**config.mk**
```make
export PLATFORM = sky130hd
export DESIGN_NAME = asip_hazard_ctrl
export DESIGN_NICKNAME = d
export VERILOG_FILES = /design/src/rtl/asip_hazard_ctrl.sv
export SDC_FILE = /design/constraint.sdc
export NUM_CORES = 1
export LEC_CHECK = 0
export CORE_UTILIZATION = 40
export CTS_BUF_LIST = sky130_fd_sc_hd__clkbuf_2 sky130_fd_sc_hd__clkbuf_4 sky130_fd_sc_hd__clkbuf_8
export DETAILED_ROUTE_END_ITERATION = 6
export PLACE_DENSITY_LB_ADDON = 0.12
export SYNTH_ARGS = -nofsm -noshare
export SYNTH_HDL_FRONTEND = slang
export SYNTH_SLANG_ARGS = --single-unit
```
**constraint.sdc**
```tcl
create_clock -name clk -period 3.2 [get_ports clk]
set_clock_uncertainty 0.2 [all_clocks]
set_input_delay 0.96 -clock clk [delete_from_list [all_inputs] [get_ports clk]]
set_output_delay 0.96 -clock clk [all_outputs]
set_load 0.03 [all_outputs]
```
**src/rtl/asip_hazard_ctrl.sv**
```systemverilog
// Hazard and forwarding controller: in-flight table, load-use/branch stalls, forwarding selects.
// Forwarding is compiled in only when the macro ASIP_HAZARD_FWD_EN is defined.
module asip_hazard_ctrl #(
    parameter int STAGES     = 3,
    parameter int REG_AW     = 4,
    parameter int LOAD_STAGE = 2,
    parameter int CNT_W      = 16
) (
    input  logic                        clk,
    input  logic                        rst,
    input  logic                        id_valid,
    input  logic [REG_AW-1:0]           id_ra1,
    input  logic [REG_AW-1:0]           id_ra2,
    input  logic                        id_use1,
    input  logic                        id_use2,
    input  logic [REG_AW-1:0]           id_wa,
    input  logic                        id_reg_write,
    input  logic                        id_mem_to_reg,
    input  logic                        id_branch,
    output logic                        stall_f,
    output logic                        stall_d,
    output logic                        bubble_e,
    output logic [$clog2(STAGES+1)-1:0] fwd_a,
    output logic [$clog2(STAGES+1)-1:0] fwd_b,
    output logic [CNT_W-1:0]            lu_stall_cnt,
    output logic [CNT_W-1:0]            br_stall_cnt
);

    localparam int FW = $clog2(STAGES + 1);

`ifdef ASIP_HAZARD_FWD_EN
    localparam bit FWD_EN = 1'b1;
`else
    localparam bit FWD_EN = 1'b0;
`endif

    logic [STAGES:1]   t_valid;
    logic [STAGES:1]   t_rw;
    logic [STAGES:1]   t_ld;
    logic [STAGES:1]   t_br;
    logic [REG_AW-1:0] t_wa [1:STAGES];

    logic [FW-1:0] hit_a;
    logic [FW-1:0] hit_b;
    logic          ld_a;
    logic          ld_b;
    logic          haz_a;
    logic          haz_b;
    logic          lu_stall;
    logic          br_in_table;
    logic          br_hold;

    // Scan oldest to youngest so the youngest matching writer is the one left standing.
    always_comb begin
        hit_a = '0;
        hit_b = '0;
        ld_a  = 1'b0;
        ld_b  = 1'b0;
        for (int k = STAGES; k >= 1; k--) begin
            if (id_use1 && t_valid[k] && t_rw[k] && t_wa[k] == id_ra1) begin
                hit_a = FW'(k);
                ld_a  = t_ld[k];
            end
            if (id_use2 && t_valid[k] && t_rw[k] && t_wa[k] == id_ra2) begin
                hit_b = FW'(k);
                ld_b  = t_ld[k];
            end
        end
    end

    // Without forwarding, only the final stage has written the register file in time.
    always_comb begin
        haz_a = (hit_a != '0) &&
                (FWD_EN ? (ld_a && hit_a < FW'(LOAD_STAGE)) : (hit_a < FW'(STAGES)));
        haz_b = (hit_b != '0) &&
                (FWD_EN ? (ld_b && hit_b < FW'(LOAD_STAGE)) : (hit_b < FW'(STAGES)));
        lu_stall    = !rst && id_valid && (haz_a || haz_b);
        br_in_table = |(t_valid & t_br);
        br_hold     = !rst && (br_in_table || (id_valid && id_branch));
        stall_f     = lu_stall || br_hold;
        stall_d     = lu_stall;
        bubble_e    = lu_stall || (!rst && br_in_table);
        fwd_a       = (FWD_EN && !rst) ? hit_a : '0;
        fwd_b       = (FWD_EN && !rst) ? hit_b : '0;
    end

    always_ff @(posedge clk) begin
        if (rst) begin
            t_valid      <= '0;
            t_rw         <= '0;
            t_ld         <= '0;
            t_br         <= '0;
            for (int k = 1; k <= STAGES; k++) t_wa[k] <= '0;
            lu_stall_cnt <= '0;
            br_stall_cnt <= '0;
        end else begin
            for (int k = 2; k <= STAGES; k++) begin
                t_valid[k] <= t_valid[k-1];
                t_rw[k]    <= t_rw[k-1];
                t_ld[k]    <= t_ld[k-1];
                t_br[k]    <= t_br[k-1];
                t_wa[k]    <= t_wa[k-1];
            end
            t_valid[1] <= id_valid && !bubble_e;
            t_rw[1]    <= id_reg_write;
            t_ld[1]    <= id_mem_to_reg;
            t_br[1]    <= id_branch;
            t_wa[1]    <= id_wa;
            if (lu_stall && lu_stall_cnt != '1)
                lu_stall_cnt <= lu_stall_cnt + CNT_W'(1);
            if (br_hold && !lu_stall && br_stall_cnt != '1)
                br_stall_cnt <= br_stall_cnt + CNT_W'(1);
        end
    end

endmodule

```
# Yosys cells after proc, flatten, opt, wreduce, memory -nomap -nowiden
# Memory sizes are Yosys's and may differ from the RTL's.
# Cells that the tools add are included.
[totals] word_cells=73 mem_count=1 mem_bits_rw=12 register_bits=41 inputBits=20
[memory_table] name="t_wa" depth=3 word_bits=4 rd=3 rd_clocked_by_memory_dff=0 write_ports=3 line="41" text="logic [REG_AW-1:0] t_wa [1:STAGES];"
[classes] reduce_logical=39 addsub=2 bitwise_logic=4 n_mux=12 order_cmp=2 n_eq_ne=8
[op_table] op="$add 16x1->16 const B" n=2
[op_table] op="$ne 16x16->1 const B" n=2
[op_table] op="$logic_and 1x1->1" n=29
[op_table] op="$eq 4x4->1" n=6
[op_table] op="$mux 2" n=6
[op_table] op="$mux 4" n=3
[op_table] op="$logic_or 1x1->1" n=4
[op_table] op="$lt 2x2->1 const B" n=2
[op_table] op="$reduce_bool 2->1" n=2
[op_table] op="$and 3x3->3" n=1
[op_table] op="$logic_not 1->1" n=3
[op_table] op="$mux 1" n=3
[op_table] op="$or 1x1->1" n=3
[op_table] op="$reduce_or 3->1" n=1

# Logic depth before layout (Yosys ltp)
# Gate-level depths: netlist of the first run.
[depth] ltp_word=13 mapped_depth=9 depth_no_buf=7

# Worst setup path before layout of the first run
# No wires, ideal clock.
[synth_path] path_type="input port to output port" start="input id_ra2[1]" end="output bubble_e" arrival_time_ps=2397 n_path_buf=2 stages=7 setup_slack_ps=-357 path_cell_list="xnor2_1 > nand4_1 > nor4_1 > o41ai_1 > buf_2 > buf_2 > o21ai_0"
[synth_via] elab_chain_len=10 elab_cells_between_ends=15 classes_between="order compare (1); eq/ne (3); mux (3); reduce/logical (8)"
[synth_lines] element="start, declared" line="13" text="input logic [REG_AW-1:0] id_ra2,"
[synth_lines] element="$eq 4x4->1" line="64" text="if (id_use2 && t_valid[k] && t_rw[k] && t_wa[k] == id_ra2) begin"
[synth_lines] element="$logic_and 1x1->1" line="64"
[synth_lines] element="$mux 2 (2 in series)" line="64"
[synth_lines] element="$mux 2 *" line="64"
[synth_lines] element="$lt 2x2->1 / $reduce_bool 2->1 (equally long branches)" line="76, 75"
[synth_lines] element="$logic_and 1x1->1 *" line="75" text="haz_b = (hit_b != '0) &&"
[synth_lines] element="$logic_or 1x1->1 *" line="77" text="lu_stall = !rst && id_valid && (haz_a || haz_b);"
[synth_lines] element="$logic_and 1x1->1 *" line="77"
[synth_lines] element="$logic_or 1x1->1 *" line="82" text="bubble_e = lu_stall || (!rst && br_in_table);"
[synth_lines] element="end, declared" line="22" text="output logic bubble_e,"
# Every way passes the cells marked *; elsewhere a longest branch is shown, timed or not.

# Final worst setup path of the first run
[layout_path] start="input id_ra1[0]" end="output stall_d"
[layout_via] elab_chain_len=9 elab_cells_between_ends=14 classes_between="order compare (1); eq/ne (3); mux (3); reduce/logical (7)"
[layout_lines] element="start, declared" line="12" text="input logic [REG_AW-1:0] id_ra1,"
[layout_lines] element="$eq 4x4->1" line="60" text="if (id_use1 && t_valid[k] && t_rw[k] && t_wa[k] == id_ra1) begin"
[layout_lines] element="$logic_and 1x1->1" line="60"
[layout_lines] element="$mux 2 (2 in series)" line="60"
[layout_lines] element="$mux 2 *" line="60"
[layout_lines] element="$lt 2x2->1 / $reduce_bool 2->1 (equally long branches)" line="74, 73"
[layout_lines] element="$logic_and 1x1->1 *" line="73" text="haz_a = (hit_a != '0) &&"
[layout_lines] element="$logic_or 1x1->1 *" line="77"
[layout_lines] element="$logic_and 1x1->1 *" line="77"
[layout_lines] element="end, declared" line="21" text="output logic stall_d,"
# Marked as above.

==> results of run 1 <==
## metal layers
metal,up-vias,track usage,share of wire
met2,52,0.309,0.45
met1,1026,0.256,0.48
met5,-,0,0
li1,1097,-,-
met3,12,0.0402,0.051
met4,0,0.0815,0.022
## critical path: cells and delay by family
kind | cells | cell delay (ns)
simple gates | 2 | 0.20
xor+xnor | 1 | 0.12
buf+inv | 3 | 0.49
compound gates | 1 | 0.58
## cell usage in the layout, fill, tap and decap left out, drive strengths merged, types with 2 or more instances in the layout
master          n
dfxtp          48
nand2          10
o21ai           6
and3           11
nand4           7
xor2           12
nor2           10
or3             6
o31ai          14
conb            4
or4            16
buf            24
ha              2
nor2b          21
a21oi          19
nor4            8
mux2            6
inv             4
xnor2           4
o41ai           6
o311ai          7
clkdlybuf4s50  39
clkbuf          5
clkinvlp        3
nand3          20
## flip-flops by register name, summed over array words and instances (netlist names)
register,flops
t_rw,2
br_stall_cnt,16
t_valid,3
t_br,3
lu_stall_cnt,16
t_wa,8
## worst max-delay path by stage
stage,startpoint,to,slack [ns],depth (start not counted)
2_1_floorplan,id_ra1[3],stall_d,-0.05,6
3_3_place_gp,id_ra1[3],stall_d,-0.76,6
3_5_place_dp,id_ra1[3],stall_d,-0.76,6
4_1_cts,id_use2,stall_d,-0.36,6
5_1_grt,id_ra1[0],stall_d,-0.39,7
6_report,id_ra1[0],stall_d,-0.33,7
## cell type report
| type | instances | area, sq um |
|---|---|---|
| Fill cell | 538 | 2430 |
| Multi-Input combinational cell | 196 | 1400 |
| Sequential cell | 48 | 961 |
| Timing Repair Buffer | 65 | 609 |
| Tap cell | 72 | 90.1 |
| Clock buffer | 5 | 68.8 |
| Clock inverter | 3 | 23.8 |
| Inverter | 5 | 22.5 |
## through the flow
stage / TNS (ns) / util / setup slack [ns]
floorplan: -0.0993 / - / -0.0485
global placement: -11.39 / 0.536 / -0.758
detailed placement: -11.40 / 0.536 / -0.763
CTS: -0.864 / 0.561 / -0.362
global route: -0.919 / 0.567 / -0.389
finish: -0.760 / 0.567 / -0.325
## cells by family (layout without fill, tap and decap cells)
group / Yosys count / in the layout / share of synthesized area
AOI/OAI and AO/OA: 56 / 56 / 0.162
xor gates and xnor gates: 16 / 16 / 0.0594
adders and majority gates: 2 / 2 / 0.0106
buffers and inverters: 27 / 78 / 0.0557
DFF: 48 / 48 / 0.407
muxes: 6 / 6 / 0.0286
other: 1 / 4 / 0.00159
and+or+nand+nor: 112 / 112 / 0.275
## report_power, final
| group | internal (mW) | total [mW] | switching, mW | leakage [nW] |
|---|---|---|---|---|
| clock | 0.155 | 0.373 | 0.218 | 0.0404 |
| combinational | 0.0466 | 0.102 | 0.0559 | 0.680 |
| sequential | 0.607 | 0.619 | 0.0115 | 0.390 |
| total | 0.809 | 1.09 | 0.285 | 1.11 |
## what timing repair did
action	4_1_cts	5_1_grt
endpoints found under the setup margin	17	3
hold buffers	0	0
gates resized for setup	41	14
gates cloned	0	0
buffers inserted	2	0
pin swaps	10	7
==> flow_metrics.py, run 1 <==
metrics = {
    "run_status": {
        "outcome": "finished, violations left",
        "failing_checks": "setup timing",
    },
    "worst_setup_path": {
        "worstSetupPathType": "input pin to primary output",
        "data_arrival_critical_path_ns": 2.37,
        "crit-reg2reg-capture": "lu_stall_cnt[13]",
        "timing.critical_path.to_type": "primary output",
        "crit_path_max_incr_delay_ns": 0.58,
        "critical_path.slowest_cell": "sky130_fd_sc_hd__o41ai_4",
        "data_required_time_of_the_worst_path_ns": 2.04,
        "r2r_slack_ns": 0.71,
        "cp_cell_sequence": "buf_8, xnor2_2, nand4_1, nor4_4, o41ai_4, clkinvlp_4, buf_6",
        "critical_path.max_fanout": 5,
        "crit-reg2reg-launch": "t_wa[0][5]",
        "critPathLaunchType": "input pin",
        "reg2reg_path_depth": 7,
    },
    "clock_tree": {
        "number_of_clock_buffers_inserted_by_tritoncts": 5,
        "clock-root-buffer": "sky130_fd_sc_hd__clkbuf_8",
        "cts_buffer_depth": 2,
        "clkLatencyLatePin_ns": 0.31,
        "tritoncts": "built",
        "post_cts_clock_slew_at_the_launch_and_capture_registers_of_the_worst_setup_and_hold_paths_ns": 0.10,
        "count_of_h_tree_levels_built_during_cts": 2,
        "clk_sink_count": 48,
    },
    "power": {
        "areal_power_density_over_the_cells_nw_per_um2": 344,
        "power.static_leakage_nw": 1.11,
        "post-layout-total-power_mw": 1.09,
        "ir_worst_vdd_v": 0.000181,
    },
    "sta": {
        "holdWs_ns": 0.282,
        "worstMarginPinSlew_ns": 0.535,
        "worst_max_slew_margin_expressed_relative_to_the_limit": 0.642,
        "setup_slack_ns": -0.325,
        "layout_worst_path_cycle_share": 1.10,
        "final-setup-viol-count": 3,
        "final_period_minus_worst_setup_slack_ns": 3.53,
        "fmaxAchievable_ghz": 0.284,
        "unrepaired_setup_endpoints_after_global_routing": "yes",
        "drv_slew": 0,
        "finalHoldViolCount": 0,
    },
    "yosys": {
        "synthArstFlopShare": 0,
        "synth-edff-count": 0,
        "synth.yosys.warnings": 0,
        "netlist_top_cells_area": "sky130_fd_sc_hd__dfxtp_1 41%, sky130_fd_sc_hd__nor2b_1 5.6%, sky130_fd_sc_hd__or4_1 5.1%",
        "synthFlopType": "sky130_fd_sc_hd__dfxtp_1",
        "synthMostInstantiatedCell": "sky130_fd_sc_hd__dfxtp_1",
        "ys_seq_area_frac": 0.407,
        "synth_area_leader_cell": "sky130_fd_sc_hd__dfxtp_1",
        "syn_avg_cell_area_sq_um": 8.80,
        "postSynthCellCount": 268,
        "synth_top_cell_area_share": 0.407,
        "post_synthesis_cell_area_sq_um": 2360,
        "yosys.cell_types.count": 32,
        "synth.cells.most_frequent": "48 x sky130_fd_sc_hd__dfxtp_1, 21 x sky130_fd_sc_hd__nor2b_1, 20 x sky130_fd_sc_hd__nand3_1",
        "synth.ff_latch_count": 48,
    },
    "worst_hold_path": {
        "worst_hold_path.num_cells": 1,
        "whs_endpoint": "t_br[2]",
        "hold_path.startpoint": "t_br[1]",
        "worstHoldPathType": "flip-flop to flip-flop",
    },
    "routing": {
        "drc_errors": 0,
        "drt-initial-drc-count": 99,
        "routed_via_density": 5.55,
        "detail-route-antenna-nets": 0,
        "dr_total_vias": 2187,
        "firstDrtPassIters": 4,
        "routed_wirelength_um": 5790,
        "wl_per_cell_um": 14.7,
    },
    "global_routing": {
        "overflow": 0,
        "first_global_vias": 2060,
        "grt_usage": 0.195,
        "grt_pass1_wl_um": 9590,
        "largest_net_degree_at_the_start_of_global_routing": 37,
        "number_of_antenna_violations_at_the_first_check_in_global_routing": 0,
    },
    "floorplan": {
        "pin_count": 59,
        "floorplan.rows": 27,
        "design.die.area_sq_um": 6210,
        "core_ar_sq_um": 5610,
        "die_height_um": 78.8,
        "start_util": 0.421,
        "die_w_um": 78.8,
    },
    "cells_and_area": {
        "finalNetCount": 343,
        "antenna_cells_inserted": 0,
        "synthToLayoutAreaGrowth_pct": 34.7,
        "stdcell_area_sq_um": 3180,
        "layout_cells_sized_above_1": 0.171,
        "stdcell_count": 394,
    },
    "placed_design": {
        "dpl_cell_area_sq_um": 3010,
        "dp_cells": 385,
        "gp_congestion": 0.793,
        "detailed_place_hpwl_um": 3890,
        "placement.io_buffers": 53,
    },
    "run": {
        "maxCapViolations": 0,
    },
}
No activity file was read; power rests on OpenSTA's default activity.
==> inputs of run 2 (changes only) <==
CELL_PAD_IN_SITES_DETAIL_PLACEMENT = 1   (was default)
CELL_PAD_IN_SITES_GLOBAL_PLACEMENT = 2   (was default)
CORE_UTILIZATION = 27   (was 40)
==> run 2 against run 1 <==
  * The run still ends with setup timing left
  * Combinational power grew 6%
  * Register-to-register slack lost 0.04 ns
  * Total power grew 2.6%
  * Sequential cell count is the same
  * First-iteration DRC count shrank 54%
  * Global-route usage shrank 4.4 points
  * Setup slack gained 0.051 ns
  * Sequential power is essentially flat
  * Via count grew 1.9%
  * Clock power grew 5.9%
  * Largest power group unchanged
==> flow_metrics.py, run 2 (same netlist as run 1, synthesis figures left out) <==
metrics = {
    "run_status": {
        "outcome": "finished, violations left",
        "failing_checks": "setup timing",
    },
    "cells_and_area": {
        "finalNetCount": 345,
        "final_cell_mix": "48 x sky130_fd_sc_hd__dfxtp_1, 39 x sky130_fd_sc_hd__clkdlybuf4s50_1, 20 x sky130_fd_sc_hd__nor2b_1, 20 x sky130_fd_sc_hd__nand3_1, 19 x sky130_fd_sc_hd__a21oi_1",
        "synthToLayoutAreaGrowth_pct": 38.8,
        "layout_cells_sized_above_1": 0.186,
        "most_common_cell_after_layout_fill_and_taps_aside": "sky130_fd_sc_hd__dfxtp_1",
        "antenna_cells_inserted": 0,
        "reg.largest.list": "br_stall_cnt (16), lu_stall_cnt (16), t_wa (8)",
        "stdcell_area_sq_um": 3270,
        "fillers": 952,
    },
    "sta": {
        "worstMarginPinSlew_ns": 0.545,
        "layout_worst_path_cycle_share": 1.09,
        "unrepaired_setup_endpoints_after_global_routing": "yes",
        "totalNegativeSetupSlack_ns": -0.763,
        "final_period_minus_worst_setup_slack_ns": 3.47,
        "setup_slack_ns": -0.274,
        "worst_max_slew_margin_expressed_relative_to_the_limit": 0.637,
        "finalHoldViolCount": 0,
        "drv_slew": 0,
        "final-setup-viol-count": 3,
        "fmaxAchievable_ghz": 0.288,
    },
    "clock_tree": {
        "post_cts_clock_slew_at_the_launch_and_capture_registers_of_the_worst_setup_and_hold_paths_ns": 0.08,
        "cts_buffer_depth": 2,
        "cts_hold_buf": 0,
        "clk_sink_count": 48,
        "number_of_clock_buffers_inserted_by_tritoncts": 5,
        "clock-root-buffer": "sky130_fd_sc_hd__clkbuf_8",
        "count_of_h_tree_levels_built_during_cts": 2,
        "tritoncts": "built",
        "clkLatencyLatePin_ns": 0.30,
    },
    "worst_setup_path": {
        "worstSetupPathType": "input pin to primary output",
        "timing.critical_path.to_type": "primary output",
        "r2r_slack_ns": 0.67,
        "data_required_time_of_the_worst_path_ns": 2.04,
        "critPathLaunchType": "input pin",
        "data_arrival_critical_path_ns": 2.31,
        "critical_path.max_fanout": 4,
    },
    "routing": {
        "detail-route-antenna-nets": 0,
        "drt-initial-drc-count": 46,
        "firstDrtPassIters": 4,
        "drc_errors": 0,
        "dr_total_vias": 2229,
        "wl_per_cell_um": 15.6,
        "routed_via_density": 5.21,
        "routed_wirelength_um": 6690,
    },
    "floorplan": {
        "core_ar_sq_um": 8340,
        "die_height_um": 95.5,
        "floorplan.rows": 33,
        "start_util": 0.283,
        "design.die.area_sq_um": 9110,
        "pin_count": 59,
        "die_w_um": 95.5,
    },
    "power": {
        "ir_worst_vdd_v": 0.000143,
        "areal_power_density_over_the_cells_nw_per_um2": 343,
        "post-layout-total-power_mw": 1.12,
        "power.static_leakage_nw": 1.13,
    },
    "worst_hold_path": {
        "worstHoldPathType": "flip-flop to flip-flop",
    },
    "placed_design": {
        "placement.io_buffers": 53,
        "detailed_place_hpwl_um": 4610,
        "gp_congestion": 0.720,
        "dpl_cell_area_sq_um": 3060,
    },
    "global_routing": {
        "largest_net_degree_at_the_start_of_global_routing": 34,
        "number_of_antenna_violations_at_the_first_check_in_global_routing": 0,
        "overflow": 0,
        "first_global_vias": 2174,
        "grt_usage": 0.151,
        "grt_pass1_wl_um": 10600,
    },
    "run": {
        "maxCapViolations": 0,
    },
}
## run 2: changes by cell type in the layout (fill, tap and decap cells not counted), sizes merged
cell and change:
clkinvlp -2, buf +2, clkinv -1, clkbuf +2
## run 2: path summary, 6_finish.rpt
path               from  cells after the start               end
min reg2reg     t_br[2]                      1           t_br[3]
min             t_br[2]                      1           t_br[3]
max           id_ra1[0]                      6           stall_d
max reg2reg  t_wa[0][7]                      6  lu_stall_cnt[12]
## run 2: metrics by stage
stage,cells,utilization,hold slack [ns],setup WS (ns)
final,428,0.393,0.277,-0.274
after global routing,428,0.393,0.299,-0.326
after CTS,426,0.388,0.281,-0.350
after detailed placement,420,0.367,0.265,-0.732
after global placement,420,0.367,0.255,-0.728
after floorplan,271,-,0.238,-0.0485
## run 2: what timing repair did
item                                    4_1_cts  5_1_grt
gates resized for setup                      51        7
setup buffers                                 0        2
pin swaps                                    11        5
endpoints found under the setup margin       17        3
## run 2: final cells by class
class,instances,area [sq um],area share
multi-input cells,196,1450,0.442
flip-flops and latches,48,961,0.293
repair buffers,67,616,0.188
well taps,105,131,0.0401
clock buffers,7,96.3,0.0294
inverters,5,22.5,0.00688
## run 2: worst max-delay path, cell delays in order
cell                         delay, ns
sky130_fd_sc_hd__buf_2            0.12
sky130_fd_sc_hd__xor2_1           0.27
sky130_fd_sc_hd__nor4_4           0.11
sky130_fd_sc_hd__o41ai_4          0.44
sky130_fd_sc_hd__clkinvlp_4       0.24
sky130_fd_sc_hd__buf_6            0.18
## run 2: per-layer routing
metal  share of wire  track usage
met5               0            0
met4          0.0060       0.0485
met3           0.040       0.0287
met2            0.46        0.249
met1            0.49        0.198
## run 2: power breakdown
| part | switching [mW] | internal, mW | leakage (nW) |
|---|---|---|---|
| registers | 0.0130 | 0.607 | 0.390 |
| logic | 0.0598 | 0.0480 | 0.690 |
| clock network | 0.202 | 0.193 | 0.0503 |
| total | 0.275 | 0.848 | 1.13 |
